==> src/rtl/minv_pkg.sv <==
// Shared definitions for the modular-inverse X register sequencer:
// opcodes, FSM state encoding and default geometry of the register.
package minv_pkg;

  localparam int NWORDS_DEF = 16;
  localparam int WW_DEF     = 16;
  localparam int CNTW_DEF   = 8;

  localparam logic [2:0] OP_NOP  = 3'd0;
  localparam logic [2:0] OP_LOAD = 3'd1;
  localparam logic [2:0] OP_READ = 3'd2;
  localparam logic [2:0] OP_SHR  = 3'd3;
  localparam logic [2:0] OP_SET1 = 3'd4;

  typedef enum logic [2:0] {
    ST_IDLE  = 3'd0,
    ST_LOAD  = 3'd1,
    ST_READ  = 3'd2,
    ST_SHIFT = 3'd3,
    ST_SET   = 3'd4
  } state_t;

endpackage

==> src/rtl/minv_x1_seq.sv <==
// Sequencer for the 256-bit X register (ring of word slices). Expands a
// single command into the exact cycle sequence of shared slice controls:
// word-serial load, non-destructive rotate readout, n-bit right shift and
// set-to-one. done/err are registered; all other outputs are decoded
// combinationally from the state and the live handshakes.
module minv_x1_seq
  import minv_pkg::*;
#(
  parameter int NWORDS = NWORDS_DEF,
  parameter int WW     = WW_DEF,
  parameter int CNTW   = CNTW_DEF
) (
  input  logic            clk,
  input  logic            rst_n,
  input  logic            cmd_valid,
  output logic            cmd_ready,
  input  logic [2:0]      cmd_op,
  input  logic [CNTW-1:0] cmd_cnt,
  input  logic            fill_in,
  input  logic [WW-1:0]   din,
  input  logic            din_valid,
  output logic            din_ready,
  output logic [WW-1:0]   dout,
  output logic            dout_valid,
  input  logic            dout_ready,
  output logic            done,
  output logic            err,
  output logic            busy,
  output logic            reg_we,
  output logic            reg_sel_cyc,
  output logic            reg_sel_rs,
  output logic            reg_set,
  output logic [WW-1:0]   reg_regin,
  output logic            reg_bit256,
  input  logic [WW-1:0]   reg_regout
);

  // word_cnt is 4 bits wide; the last beat is the one at NWORDS-1
  localparam logic [3:0] LAST_WORD = 4'(NWORDS - 1);

  state_t            state_r, state_s;
  logic [3:0]        word_cnt_r, word_cnt_s;
  logic [CNTW-1:0]   shift_cnt_r, shift_cnt_s;
  logic              done_r, done_s;
  logic              err_r, err_s;

  assign done = done_r;
  assign err  = err_r;
  assign busy = (state_r != ST_IDLE);
  assign dout = reg_regout;

  // State, counters and completion flags; synchronous active-low reset
  always_ff @(posedge clk) begin
    if (!rst_n) begin
      state_r     <= ST_IDLE;
      word_cnt_r  <= 4'd0;
      shift_cnt_r <= {CNTW{1'b0}};
      done_r      <= 1'b0;
      err_r       <= 1'b0;
    end else begin
      state_r     <= state_s;
      word_cnt_r  <= word_cnt_s;
      shift_cnt_r <= shift_cnt_s;
      done_r      <= done_s;
      err_r       <= err_s;
    end
  end

  // Next-state, counter updates and register-control decode
  always_comb begin
    state_s     = state_r;
    word_cnt_s  = word_cnt_r;
    shift_cnt_s = shift_cnt_r;
    done_s      = 1'b0;
    err_s       = 1'b0;
    cmd_ready   = 1'b0;
    din_ready   = 1'b0;
    dout_valid  = 1'b0;
    reg_we      = 1'b0;
    reg_sel_cyc = 1'b0;
    reg_sel_rs  = 1'b0;
    reg_set     = 1'b0;
    reg_regin   = {WW{1'b0}};
    reg_bit256  = 1'b0;

    case (state_r)
      ST_IDLE: begin
        cmd_ready = 1'b1;
        if (cmd_valid) begin
          case (cmd_op)
            OP_NOP: begin
              done_s = 1'b1;
            end
            OP_LOAD: begin
              state_s    = ST_LOAD;
              word_cnt_s = 4'd0;
            end
            OP_READ: begin
              state_s    = ST_READ;
              word_cnt_s = 4'd0;
            end
            OP_SHR: begin
              // a zero-length shift completes immediately without touching the register
              if (cmd_cnt != {CNTW{1'b0}}) begin
                state_s     = ST_SHIFT;
                shift_cnt_s = cmd_cnt;
              end else begin
                done_s = 1'b1;
              end
            end
            OP_SET1: begin
              state_s = ST_SET;
            end
            default: begin
              done_s = 1'b1;
              err_s  = 1'b1;
            end
          endcase
        end else begin
          state_s = ST_IDLE;
        end
      end

      ST_LOAD: begin
        din_ready = 1'b1;
        reg_regin = din;
        if (din_valid) begin
          reg_we = 1'b1;
          if (word_cnt_r == LAST_WORD) begin
            word_cnt_s = 4'd0;
            state_s    = ST_IDLE;
            done_s     = 1'b1;
          end else begin
            word_cnt_s = word_cnt_r + 4'd1;
          end
        end else begin
          reg_we = 1'b0;
        end
      end

      ST_READ: begin
        // readout rotates the ring, so after NWORDS beats the content is restored
        dout_valid = 1'b1;
        if (dout_ready) begin
          reg_we      = 1'b1;
          reg_sel_cyc = 1'b1;
          if (word_cnt_r == LAST_WORD) begin
            word_cnt_s = 4'd0;
            state_s    = ST_IDLE;
            done_s     = 1'b1;
          end else begin
            word_cnt_s = word_cnt_r + 4'd1;
          end
        end else begin
          reg_we = 1'b0;
        end
      end

      ST_SHIFT: begin
        // fill_in is the live adder carry, so it is passed through every cycle
        reg_we      = 1'b1;
        reg_sel_rs  = 1'b1;
        reg_bit256  = fill_in;
        shift_cnt_s = shift_cnt_r - CNTW'(1);
        if (shift_cnt_r == CNTW'(1)) begin
          state_s = ST_IDLE;
          done_s  = 1'b1;
        end else begin
          state_s = ST_SHIFT;
        end
      end

      ST_SET: begin
        reg_we  = 1'b1;
        reg_set = 1'b1;
        state_s = ST_IDLE;
        done_s  = 1'b1;
      end

      default: begin
        state_s = ST_IDLE;
      end
    endcase
  end

endmodule

==> config.mk <==
export PLATFORM = sky130hd
export DESIGN_NAME = minv_x1_seq
export DESIGN_NICKNAME = d
export VERILOG_FILES = /design/src/rtl/minv_pkg.sv /design/src/rtl/minv_x1_seq.sv
export SDC_FILE = /design/constraint.sdc
export NUM_CORES = 1
export LEC_CHECK = 0
export CAP_MARGIN = 20
export CORE_UTILIZATION = 39
export DETAILED_ROUTE_END_ITERATION = 6
export PLACE_DENSITY = 0.87
export SLEW_MARGIN = 15
export SYNTH_ARGS = -nofsm -noshare
export SYNTH_HDL_FRONTEND = slang
export SYNTH_SLANG_ARGS = --single-unit
==> constraint.sdc <==
create_clock -name clk -period 3.5 [get_ports clk]
set_clock_uncertainty 0.05 [all_clocks]
set_input_delay 0.7 -clock clk [delete_from_list [all_inputs] [get_ports clk]]
set_output_delay 0.7 -clock clk [all_outputs]
set_load 0.03 [all_outputs]
==> results.ini <==
[timing]
grt_setup_unrepaired = false
final.setup.tns_ns = 0
worst_hold_slack_ns = 0.432
setup_viol = 0
setup_ws_ns = 0.439
final.period_utilization = 0.875
final_max_slew_viol_count = 0
hold_viol = 0
tightest_slew_ns = 0.572
relSlewSlack = 0.618
fin_crit_ns = 3.06
clock.fmax_mhz = 327

[cts]
cts_tree = yes
cts.repair.resized = 0
postCtsHoldBufs = 0
clock_latency_ns = 0.30
clock_sinks = 17
clk_path_buf_depth = 2
h-tree-depth = 1
cts-root-buf = clkbuf_4
cts_setup_buffers = 0
clk_pin_slew_ns = 0.11
cts_buffers = 3

[yosys]
avgSynthCellArea_sq_um = 8.10
yosysTopAreaCell = dfxtp_1
synthesis.area_sq_um = 1380
synth_top_area_share = 0.247
ys_seq_area_frac = 0.247
synth_edf_count = 0
netlist_instances = 170
synth_area_leaders = dfxtp_1, buf_4, and2_1
yosys_warnings = 0
syn_nets = 222
async_flop_share = 0
ys_ff_latch = 17
synth.distinct_cells = 50
synthFlopType = dfxtp_1

[setup_path]
worstPathCellList = clkdlybuf4s50_1 -> o21ai_0 -> a21oi_1 -> or2_2 -> clkdlybuf4s50_1
slowest_stage = clkdlybuf4s50_1
r2r_cells = 5
critical_path.max_fanout = 3
worstPathRequired_ns = 2.75
crit_family = buffers and inverters
max_stage_delay_ns = 0.61
cp_num_buf_inv = 2
crit_type = in -> out
crit_cells = 5
end_kind = primary output
worstSetupStartpointType = input pin
cpMostUsedCell = clkdlybuf4s50_1
arrival_ns = 2.31

[cells_and_area]
drive_gt1_frac = 0.105
register_area_sq_um = 340
area_delta_synth_final_pct = 36.3
n_antenna_cell = 0
fillCellCount = 329
nets = 263
layout_commonest_cell = clkdlybuf4s50_1
multi_input_area_sq_um = 828
layout_common_cells = clkdlybuf4s50_1, and2_1, dfxtp_1, nand2_1, a21oi_1

[pwr]
power_density_nw_per_um2 = 573
p_leak_nw = 0.694
vdd.ir_drop.worst_mv = 0.259

[placement]
place_ws_ns = 0.431
port_buffers = 59
routabilityCongestion = 0.835
dp_hpwl_mm = 2.63

[hold_path]
hold_depth = 2
hp-class = reg -> reg

[floorplanning]
die_h_microns = 61.4
die_x_microns = 61.4
core_area_sq_um = 3360
start_util = 0.410
rows = 21
die-area_sq_um = 3770
ios = 92

[route]
drtIter0Drc = 26
drc = 0
avgViaCountPerCell = 5.21
final_antenna_net_count = 0
dr.pass1.iters = 5
wl_per_cell_microns = 13.0
routed-via-count = 1333
wl_mm = 3.32

[grt]
grt_antenna_before_repair = 0
gr-usage-all-layers = 0.173
grt_overflow = 0
grt_pass1_wl_mm = 4.86
first_global_vias = 1137
grt_max_degree = 18

[run_status]
status = finished, final reports clean

[job]
maxCapViolations = 0

-- path summary, 6_finish.rpt --
path                     to  slack, ns           from
max                  reg_we       0.44      din_valid
min           word_cnt_r[1]       0.43  word_cnt_r[1]
max reg2reg  shift_cnt_r[0]       1.55     state_r[2]
min reg2reg   word_cnt_r[1]       0.43  word_cnt_r[1]
-- sequential cells by signal (all words and copies together), names as in the netlist --
| register | count |
|---|---|
| shift_cnt_r | 8 |
| word_cnt_r | 4 |
| state_r | 3 |
| done | 1 |
| err | 1 |
-- metal layers --
metal / vias up / GRT usage / wire length, microns
met5: - / 0 / 0
met4: 0 / 0.0762 / 57
met3: 7 / 0.0294 / 258
met2: 51 / 0.315 / 1630
met1: 606 / 0.196 / 1370
li1: 669 / - / -
-- power breakdown --
part	internal, W	switching, W	leakage [nW]
Sequential	0.000224	0.0000584	0.138
Combinational	0.000314	0.000370	0.538
Clock	0.0000427	0.0000678	0.0177
Total	0.000581	0.000496	0.694
-- layout make-up --
class / instances / area share
Clock buffer: 3 / 0.0120
Clock inverter: 1 / 0.00266
Inverter: 7 / 0.0140
Multi-Input combinational cell: 122 / 0.441
Sequential cell: 17 / 0.181
Tap cell: 46 / 0.0306
Timing Repair Buffer: 60 / 0.318
-- worst register-to-register path, stage by stage (launching register included) --
cell and delay [ns]:
dfxtp_1 0.50, nor3_4 0.35, nand4b_1 0.24, nor2_2 0.35, a211oi_1 0.13, a211oi_1 0.24
-- cells in the mapped netlist, types with 2 or more instances --
cell type,number
a211oi_1,2
a21oi_1,12
a2bb2oi_1,3
a31oi_1,4
and2_1,17
and3_1,2
buf_2,2
buf_4,16
buf_6,4
clkbuf_1,2
dfxtp_1,17
ha_1,3
inv_1,5
inv_2,2
nand2_1,13
nand2b_1,3
nand3_1,8
nand4_1,2
nand4b_1,2
nor2_1,6
nor3_1,7
nor4_1,3
o211ai_1,2
o21ai_0,4
o21ai_1,2
or3_1,2
xnor2_1,2
-- per-stage QoR --
step                 util  total power, W  instances  cell area [sq um]
floorplan               -        0.000790        170               1380
global placement    0.550        0.000954        252               1850
detailed placement  0.550        0.000974        252               1850
global route        0.558         0.00115        256               1880
finish              0.558         0.00108        256               1880
CTS                 0.558         0.00108        256               1880
-- kinds of logic after synthesis --
logic type               after synthesis  share of synthesized area
AO/OA/AOI/OAI                         38                      0.206
XOR/XNOR                               3                     0.0245
adder cells (fa/ha/maj)                3                     0.0273
buffers and inverters                 31                      0.152
flip-flops                            17                      0.247
AND/OR/NAND/NOR                       78                      0.343
(Power assumes the default switching activity.)
